--- config.mk ---
export PLATFORM = sky130hd
export DESIGN_NAME = pipe_exe_div_flat
export DESIGN_NICKNAME = d
export VERILOG_FILES = /design/src/rtl/pipe_exe_div_if.sv /design/src/rtl/pipe_exe_div.sv /design/src/flat_wrapper.sv
export SDC_FILE = /design/constraint.sdc
export NUM_CORES = 1
export LEC_CHECK = 0
export CORE_MARGIN = 2
export CORE_UTILIZATION = 30
export DETAILED_ROUTE_END_ITERATION = 6
export PLACE_DENSITY_LB_ADDON = 0.12
export SLEW_MARGIN = 20
export SYNTH_ARGS = -nofsm -noshare
export SYNTH_HDL_FRONTEND = slang
export SYNTH_SLANG_ARGS = --single-unit
--- constraint.sdc ---
create_clock -name clk -period 4.9 [get_ports clk]
set_input_delay 0.49 -clock clk [delete_from_list [all_inputs] [get_ports clk]]
set_output_delay 0.49 -clock clk [all_outputs]
set_load 0.005 [all_outputs]
--- src/rtl/pipe_exe_div_if.sv ---
`default_nettype none
// ============================================================================
// Module      : pipe_exe_div_if
// Description : Pipeline-side bundle for the EXE-stage divider. The pipeline
//               (master) presents a DIV/DIVU request and a flush; the divider
//               (slave) returns the registered quotient/remainder, busy/done
//               status and the combinational stall request.
// Signals     : start, is_signed, dividend, divisor, flush  (master -> slave)
//               q, r, busy, done, stall                      (slave -> master)
// Revision    : 1.0 - initial release
// ============================================================================
interface pipe_exe_div_if #(
    parameter int WIDTH = 32
);
    logic             start;
    logic             is_signed;
    logic [WIDTH-1:0] dividend;
    logic [WIDTH-1:0] divisor;
    logic             flush;
    logic [WIDTH-1:0] q;
    logic [WIDTH-1:0] r;
    logic             busy;
    logic             done;
    logic             stall;

    modport master (
        output start, is_signed, dividend, divisor, flush,
        input  q, r, busy, done, stall
    );

    modport slave (
        input  start, is_signed, dividend, divisor, flush,
        output q, r, busy, done, stall
    );
endinterface
`default_nettype wire

--- src/rtl/pipe_exe_div.sv ---
`default_nettype none
// ============================================================================
// Module      : pipe_exe_div
// Description : Iterative radix-2 restoring divider for the EXE stage.
//               Implements DIV (two's complement) and DIVU. One quotient bit
//               per cycle; WIDTH+2 cycles from accept to valid q/r. Holds the
//               pipeline through stall while a division is in flight.
// Ports       : clk   - clock, rising edge
//               rst   - synchronous active-high reset
//               bus   - pipe_exe_div_if.slave (request, flush, q/r, status)
// Revision    : 1.0 - initial release
// ============================================================================
module pipe_exe_div #(
    parameter int WIDTH = 32
) (
    input  wire logic         clk,
    input  wire logic         rst,
    pipe_exe_div_if.slave     bus
);

    localparam int                 c_CNT_W = $clog2(WIDTH) + 1;
    localparam logic [c_CNT_W-1:0] c_LAST  = c_CNT_W'(WIDTH - 1);
    localparam logic [c_CNT_W-1:0] c_ONE   = c_CNT_W'(1);

    typedef enum logic [1:0] {
        S_IDLE = 2'd0,
        S_CALC = 2'd1,
        S_DONE = 2'd2
    } state_t;

    state_t r_state;
    state_t w_state_nxt;

    // Working registers
    logic [WIDTH-1:0]   r_quo;      // dividend magnitude shifting out, quotient shifting in
    logic [WIDTH-1:0]   r_rem;      // partial remainder
    logic [WIDTH-1:0]   r_dvs;      // divisor magnitude
    logic [WIDTH-1:0]   r_dvd_raw;  // untouched dividend, returned as r on divide-by-zero
    logic               r_neg_q;
    logic               r_neg_r;
    logic               r_div0;
    logic [c_CNT_W-1:0] r_cnt;

    // Result / status registers
    logic [WIDTH-1:0]   r_q;
    logic [WIDTH-1:0]   r_r;
    logic               r_busy;
    logic               r_done;

    logic               w_accept;
    logic               w_stall;
    logic [WIDTH-1:0]   w_dvd_mag;
    logic [WIDTH-1:0]   w_dvs_mag;
    logic [WIDTH:0]     w_rem_sh;
    logic [WIDTH:0]     w_diff;
    logic               w_sub_ok;

    // A request arriving together with a flush belongs to a squashed slot.
    assign w_accept = (r_state == S_IDLE) && bus.start && !bus.flush;

    assign w_dvd_mag = (bus.is_signed && bus.dividend[WIDTH-1]) ? -bus.dividend : bus.dividend;
    assign w_dvs_mag = (bus.is_signed && bus.divisor[WIDTH-1])  ? -bus.divisor  : bus.divisor;

    // The shifted remainder needs one extra bit: with an unsigned divisor of
    // 2^(WIDTH-1) or more, the shifted value can exceed WIDTH bits before the
    // trial subtract brings it back under the divisor.
    assign w_rem_sh = {r_rem, r_quo[WIDTH-1]};
    assign w_diff   = w_rem_sh - {1'b0, r_dvs};
    assign w_sub_ok = !w_diff[WIDTH];

    // ------------------------------------------------------------------------
    // State register
    // ------------------------------------------------------------------------
    always_ff @(posedge clk) begin
        if (rst) begin
            r_state <= S_IDLE;
        end else begin
            r_state <= w_state_nxt;
        end
    end

    // ------------------------------------------------------------------------
    // Next state and stall request
    // ------------------------------------------------------------------------
    always_comb begin
        w_state_nxt = r_state;
        w_stall     = 1'b0;
        case (r_state)
            S_IDLE: begin
                w_stall = w_accept;
                if (w_accept) begin
                    w_state_nxt = S_CALC;
                end
            end
            S_CALC: begin
                w_stall = !bus.flush;
                if (bus.flush) begin
                    w_state_nxt = S_IDLE;
                end else if (r_cnt == c_LAST) begin
                    w_state_nxt = S_DONE;
                end
            end
            S_DONE: begin
                // q/r are written at the end of this cycle, so the DIV must
                // stay in EXE for it; it advances in the following cycle.
                w_stall     = !bus.flush;
                w_state_nxt = S_IDLE;
            end
            default: begin
                w_state_nxt = S_IDLE;
            end
        endcase
    end

    // ------------------------------------------------------------------------
    // Datapath and registered outputs
    // ------------------------------------------------------------------------
    always_ff @(posedge clk) begin
        if (rst) begin
            r_quo     <= '0;
            r_rem     <= '0;
            r_dvs     <= '0;
            r_dvd_raw <= '0;
            r_neg_q   <= 1'b0;
            r_neg_r   <= 1'b0;
            r_div0    <= 1'b0;
            r_cnt     <= '0;
            r_q       <= '0;
            r_r       <= '0;
            r_busy    <= 1'b0;
            r_done    <= 1'b0;
        end else begin
            r_busy <= (w_state_nxt != S_IDLE);
            r_done <= (w_state_nxt == S_DONE);
            case (r_state)
                S_IDLE: begin
                    if (w_accept) begin
                        r_quo     <= w_dvd_mag;
                        r_dvs     <= w_dvs_mag;
                        r_dvd_raw <= bus.dividend;
                        r_neg_q   <= bus.is_signed && (bus.dividend[WIDTH-1] ^ bus.divisor[WIDTH-1]);
                        r_neg_r   <= bus.is_signed && bus.dividend[WIDTH-1];
                        r_div0    <= (bus.divisor == '0);
                        r_rem     <= '0;
                        r_cnt     <= '0;
                    end
                end
                S_CALC: begin
                    if (!bus.flush) begin
                        r_rem <= w_sub_ok ? w_diff[WIDTH-1:0] : w_rem_sh[WIDTH-1:0];
                        r_quo <= {r_quo[WIDTH-2:0], w_sub_ok};
                        r_cnt <= r_cnt + c_ONE;
                    end
                end
                S_DONE: begin
                    if (!bus.flush) begin
                        if (r_div0) begin
                            r_q <= '1;
                            r_r <= r_dvd_raw;
                        end else begin
                            // INT_MIN / -1 needs no special case: the
                            // magnitude quotient 2^(WIDTH-1) is already INT_MIN.
                            r_q <= r_neg_q ? -r_quo : r_quo;
                            r_r <= r_neg_r ? -r_rem : r_rem;
                        end
                    end
                end
                default: begin
                end
            endcase
        end
    end

    assign bus.q     = r_q;
    assign bus.r     = r_r;
    assign bus.busy  = r_busy;
    assign bus.done  = r_done;
    assign bus.stall = w_stall;

endmodule
`default_nettype wire

--- src/flat_wrapper.sv ---
// flat-port wrapper written by rule: the top's interface ports become plain ports
module pipe_exe_div_flat 
#(
    parameter int WIDTH = 32
)
  (clk, rst, bus_start, bus_is_signed, bus_dividend, bus_divisor, bus_flush, bus_q, bus_r, bus_busy, bus_done, bus_stall);
  pipe_exe_div_if #(.WIDTH(WIDTH)) bus_i ();
  input  wire logic clk;
  input  wire logic rst;
  input wire logic [$bits(bus_i.start)-1:0] bus_start;
  input wire logic [$bits(bus_i.is_signed)-1:0] bus_is_signed;
  input wire logic [$bits(bus_i.dividend)-1:0] bus_dividend;
  input wire logic [$bits(bus_i.divisor)-1:0] bus_divisor;
  input wire logic [$bits(bus_i.flush)-1:0] bus_flush;
  output wire logic [$bits(bus_i.q)-1:0] bus_q;
  output wire logic [$bits(bus_i.r)-1:0] bus_r;
  output wire logic [$bits(bus_i.busy)-1:0] bus_busy;
  output wire logic [$bits(bus_i.done)-1:0] bus_done;
  output wire logic [$bits(bus_i.stall)-1:0] bus_stall;
  assign bus_i.start = bus_start;
  assign bus_i.is_signed = bus_is_signed;
  assign bus_i.dividend = bus_dividend;
  assign bus_i.divisor = bus_divisor;
  assign bus_i.flush = bus_flush;
  assign bus_q = bus_i.q;
  assign bus_r = bus_i.r;
  assign bus_busy = bus_i.busy;
  assign bus_done = bus_i.done;
  assign bus_stall = bus_i.stall;
  pipe_exe_div #(.WIDTH(WIDTH)) u_core (.clk(clk), .rst(rst), .bus(bus_i));
endmodule
Word-level counts from Yosys, hierarchy flattened
Cells that the tools add are included.

cells by class
  bitwise operators = 2
  multiplexer cells = 21
  reduce and logical (&&, ||, !) cells = 15
  add/sub/neg operators = 6
  equal/unequal tests = 6

operator list
  cell                                                    number
  2-to-1 mux 32 bit                                       11
  negation 32 bit                                         4
  case mux 32 bit (2 select lines)                        2
  subtractor 33 x 32 -> 33 bit                            1
  logical NOT 32 bit                                      1
  2-to-1 mux 6 bit                                        2
  case mux 6 bit (2 select lines)                         1
  adder 6 x 1 -> 6 bit (second input constant)            1
  equality test 6 x 5 -> 1 bit (second input constant)    1
  2-to-1 mux 2 bit                                        3
  logical AND 1 bit                                       5
  equality test 2 bit (second input constant)             2
  case mux 2 bit (2 select lines)                         1
  AND reduction 2 bit                                     2
  nonzero test 2 bit                                      2
  AND reduction 3 bit                                     1
  equality test 2 x 1 -> 1 bit (second input constant)    1
  logical NOT 1 bit                                       2
  logical NOT 2 bit                                       1
  inequality test 2 x 1 -> 1 bit (second input constant)  1
  inequality test 2 bit (second input constant)           1
  case mux 1 bit (2 select lines)                         1
  OR reduction 2 bit                                      1
  NOT 1 bit                                               1
  bitwise XOR 1 bit                                       1

word-level totals
  bits of input ports = 69
  word-level logic and storage cells = 63
  register bits after elaboration = 205

Logic depth before layout (Yosys ltp)
  depth after elaboration = 6
  mapped depth = 14

Worst setup path before layout
No wires, ideal clock.

  path type = register to register
  start point = register u_core.r_quo[31]
  end point = register u_core.r_rem[25]
  library setup time = 122 ps
  path buffers = 1
  stages on the path, launching flop included = 14
  data arrival time = 2810 ps
  required time = 4778 ps
  period minus slack after synthesis = 2932 ps
  path slack = 1968 ps
  cell sequence = dfxtp_1 inv_1 ha_1 fa_1 nor2b_1 o31ai_1 a31oi_1 o21a_1 nand2_1 a41o_1 nor2_1 clkbuf_1 nor2_1 a221o_1

between the ends
  word-level cells in the longest chain between the ends = 4

RTL lines
  item                              line                 text
  start, declared                   pipe_exe_div.sv:35   logic [WIDTH-1:0] r_quo;
  start signal, assigned            pipe_exe_div.sv:138  r_quo <= w_dvd_mag;
  start signal, assigned            pipe_exe_div.sv:151  r_quo <= {r_quo[WIDTH-2:0], w_sub_ok};
  subtractor 33 x 32 -> 33 bit      pipe_exe_div.sv:68   assign w_diff = w_rem_sh - {1'b0, r_dvs};
  2-to-1 mux 32 bit                 pipe_exe_div.sv:150  r_rem <= w_sub_ok ? w_diff[WIDTH-1:0] : w_rem_sh[WIDTH-1:0];
  2-to-1 mux 32 bit                 pipe_exe_div.sv:149  if (!bus.flush) begin
  case mux 32 bit (2 select lines)  pipe_exe_div.sv:135  case (r_state)
  end signal, assigned              pipe_exe_div.sv:150
  end, declared                     pipe_exe_div.sv:36   logic [WIDTH-1:0] r_rem;

No other way between the ends. The select of a mux whose other input is x is not followed.
A chain may end at the register's enable or synchronous reset.

Worst setup path after layout
  start point = register u_core.r_quo[31]
  end point = register u_core.r_quo[0]

between the ends
  word-level cells in the longest chain between the ends = 4

RTL lines
  item                              line                 text
  subtractor 33 x 32 -> 33 bit      pipe_exe_div.sv:68
  logical NOT 1 bit                 pipe_exe_div.sv:69   assign w_sub_ok = !w_diff[WIDTH];
  2-to-1 mux 32 bit                 pipe_exe_div.sv:149
  case mux 32 bit (2 select lines)  pipe_exe_div.sv:135

No other way between the ends. The select of a mux whose other input is x is not followed.

==> metrics.yaml <==
die:
  die_w_um: 204
  fp-row-count: 73
  core_um2: 39700
  start_util: 0.303
  dieArea_um2: 41800
  io_pins: 136
  fp.dieH_um: 204
pwr:
  switching_share: 0.270
  p_leak_nw: 5.25
  p_comb_frac: 0.140
  p_int_w: 0.00315
  vdd_drop_max_v: 0.000229
  power_density_nw_per_um2: 294
  p_sw_w: 0.00117
  pwr-share-seq: 0.408
  clockPowerShare: 0.452
global_route:
  grt_usage: 0.179
  grt_max_degree: 112
  grt-ovfl-total: 0
  grt_pass1_wl_um: 59700
  antenna_found_initial: 1
  grt_pass1_vias: 10661
route:
  drt_iter0_drc: 755
  avgViaCountPerCell: 5.08
  drt-pass1-iter-count: 7
  wl_per_cell_um: 17.1
  via_count: 11409
  drtAntennaViolNets: 0
  drt-total-wl_um: 38300
  drc_errors: 0
synthesis:
  yosys_most_used_dff: "dfxtp_1"
  synth-edff-count: 0
  avgSynthCellArea_um2: 7.43
  yosysSeqAreaShare: 0.341
  synthesis.area_um2: 12100
  yosys_warnings: 0
  synth.distinct_cells: 64
  async_flop_share: 0
  syn-instance-count: 1621
  synth_nets: 1732
  synth_seq_cells: 205
sta:
  post-route-period-util: 0.679
  relSlewSlack: 0.296
  finalWorstSetupSlack_ps: 1570
  tightest_slew_ps: 1050
  rsz0062_at_grt: "no"
  fin_tns_setup_ps: 0
  slew_viol_final: 0
  min_period_ps: 3330
  hold_violations: 0
  setup_violations: 0
  finalClockSkew_ps: 11.3
  fmax_mhz: 300
clocking:
  clkTransAtPathRegs_ps: 60
  cts_setup_buffers: 0
  cts_tree: "done"
  cts_buffers: 26
  cts_resized: 0
  cts_sinks: 205
  clock_latency_ps: 540
  htreeDepth: 1
  cts_hold_buf: 0
  clock_path_buffers: 3
  cts_root_buf: "clkbuf_16"
worst_setup_path:
  r2r-end: "u_core.r_quo[0]"
  r2r-start: "u_core.r_quo[31]"
  end_kind: "register"
  r2r_slack_ps: 1570
  crit_end: "u_core.r_quo[0]"
  start_kind: "register"
  ff2ff_path_depth: 14
  cp.arrival_ps: 3730
  cp.required_ps: 5310
  worst-setup-path-type: "register to register"
  path_max_fanout: 44
  crit_start: "u_core.r_quo[31]"
flow_run:
  drv_cap: 0
final_layout:
  drive_gt1_frac: 0.0483
  design_area_um2: 14700
  stdcell_count: 2244
  seqCellArea_um2: 4110
  syn2layout_area_growth_pct: 22.1
  final_common_cell: "nand2_1"
  nNetsFinal: 1811
  nFillCells: 4245
  multi_input_area_um2: 7400
  layout_common_cells: "307 x nand2_1, 204 x dfxtp_1, 135 x nor2_1"
worst_hold_path:
  hold_path_startpoint: "u_core.bus.r[19]"
  hp-class: "register to register"
place:
  place_area_um2: 13800
  dp.final_hpwl_um: 28100
  place_ws_ps: 1310
  gp_congestion: 0.847
  port_buffers: 135
  dpl.cell_count: 2197
run_status:
  status: "finished, final reports clean"
## state kept, by name, indices dropped and copies added, names as in the netlist, 2 cells and up
name              count
u_core.r_cnt          6
u_core.r_quo         32
u_core.r_rem         32
u_core.r_dvs         32
u_core.bus.r         32
u_core.r_dvd_raw     32
u_core.r_state        2
u_core.bus.q         32
## how the worst min path moves through the flow
stage	end	slack [ps]	cells after the start
after floorplan	u_core.r_dvd_raw[18]	430	2
after global placement	u_core.r_dvs[31]	440	2
after detailed placement	u_core.bus.r[10]	450	2
after CTS	u_core.bus.r[10]	460	2
after global routing	u_core.r_dvd_raw[6]	470	2
final	u_core.bus.r[19]	450	2
## synth_stat cells (4+ instances only)
| library cell | n | area share |
|---|---|---|
| nor3_1 | 34 | 0.014 |
| dfxtp_1 | 205 | 0.34 |
| xnor2_1 | 69 | 0.050 |
| a311oi_1 | 6 | 0.0044 |
| or4_4 | 4 | 0.0037 |
| a21o_1 | 7 | 0.0044 |
| o211ai_1 | 8 | 0.0050 |
| ha_1 | 41 | 0.043 |
| or3_1 | 14 | 0.0073 |
| inv_1 | 56 | 0.017 |
| o41ai_1 | 17 | 0.012 |
| nand3_1 | 44 | 0.018 |
| or4_1 | 5 | 0.0031 |
| mux2i_1 | 7 | 0.0058 |
| nor4_1 | 9 | 0.0047 |
| a211oi_1 | 34 | 0.021 |
| nand2b_1 | 24 | 0.012 |
| and3_1 | 4 | 0.0021 |
| or2_2 | 6 | 0.0031 |
| and2_1 | 7 | 0.0036 |
| o21ai_0 | 112 | 0.047 |
| buf_1 | 4 | 0.0012 |
| a21oi_1 | 132 | 0.055 |
| nand2_1 | 307 | 0.096 |
| a31oi_1 | 38 | 0.020 |
| xor2_1 | 75 | 0.055 |
| nor2b_1 | 7 | 0.0036 |
| nand4_1 | 7 | 0.0036 |
| o31ai_1 | 24 | 0.015 |
| clkbuf_1 | 91 | 0.028 |
| o21bai_1 | 4 | 0.0025 |
| nor2_1 | 139 | 0.043 |
| a32oi_1 | 9 | 0.0065 |
| o22ai_1 | 25 | 0.013 |
## critical path, cell delays in order (launching register included)
cell      delay [ps]
dfxtp_1          330
inv_1             90
ha_1             220
fa_1             390
nor2b_1          210
o31ai_1          120
a31oi_1          290
o21a_1           280
nand2_1           80
a41o_1           250
nor2_2           100
buf_4            400
nor2_1           140
a221oi_1         220
nor2_1            60
## metal layers
layer	wire (um)	GRT usage	share of wire	up-vias
li1	-	-	-	5832
met4	500	0.0375	0.013	0
met2	17300	0.287	0.45	226
met3	1610	0.0206	0.042	26
met1	18900	0.257	0.49	5325
met5	0	0	0	-
## cell families after synthesis
| kind of cell | after synthesis | synth area share |
|---|---|---|
| adder cells (fa/ha/maj) | 42 | 0.0442 |
| flip-flops | 205 | 0.341 |
| AO/OA/AOI/OAI | 441 | 0.223 |
| AND/OR/NAND/NOR | 629 | 0.234 |
| buffers and inverters | 153 | 0.0479 |
| XOR/XNOR | 144 | 0.105 |
| multiplexers | 7 | 0.00581 |
## stage by stage
step	hold slack [ps]	util	total power, W
after floorplan	431	-	0.00219
after global placement	445	0.348	0.00240
after detailed placement	447	0.348	0.00240
after CTS	455	0.370	0.00438
after global routing	471	0.370	0.00452
final	452	0.370	0.00432
## power by group through the flow
stage                     Combinational [W]  Clock [W]  Sequential (W)
final                              0.000604    0.00195         0.00176
after global routing               0.000673    0.00207         0.00177
after CTS                          0.000607    0.00201         0.00176
after detailed placement           0.000603          0         0.00180
after global placement             0.000605          0         0.00180
after floorplan                    0.000409          0         0.00178
## area by class of cell
class | count | area share
clock buffers | 35 | 0.0521
inverters | 56 | 0.0143
well taps | 525 | 0.0447
repair buffers | 148 | 0.0994
diodes | 2 | 0.000340
clock inverters | 10 | 0.00698
multi-input cells | 1263 | 0.503
flip-flops and latches | 205 | 0.279
No activity file was read; power rests on OpenSTA's default activity.
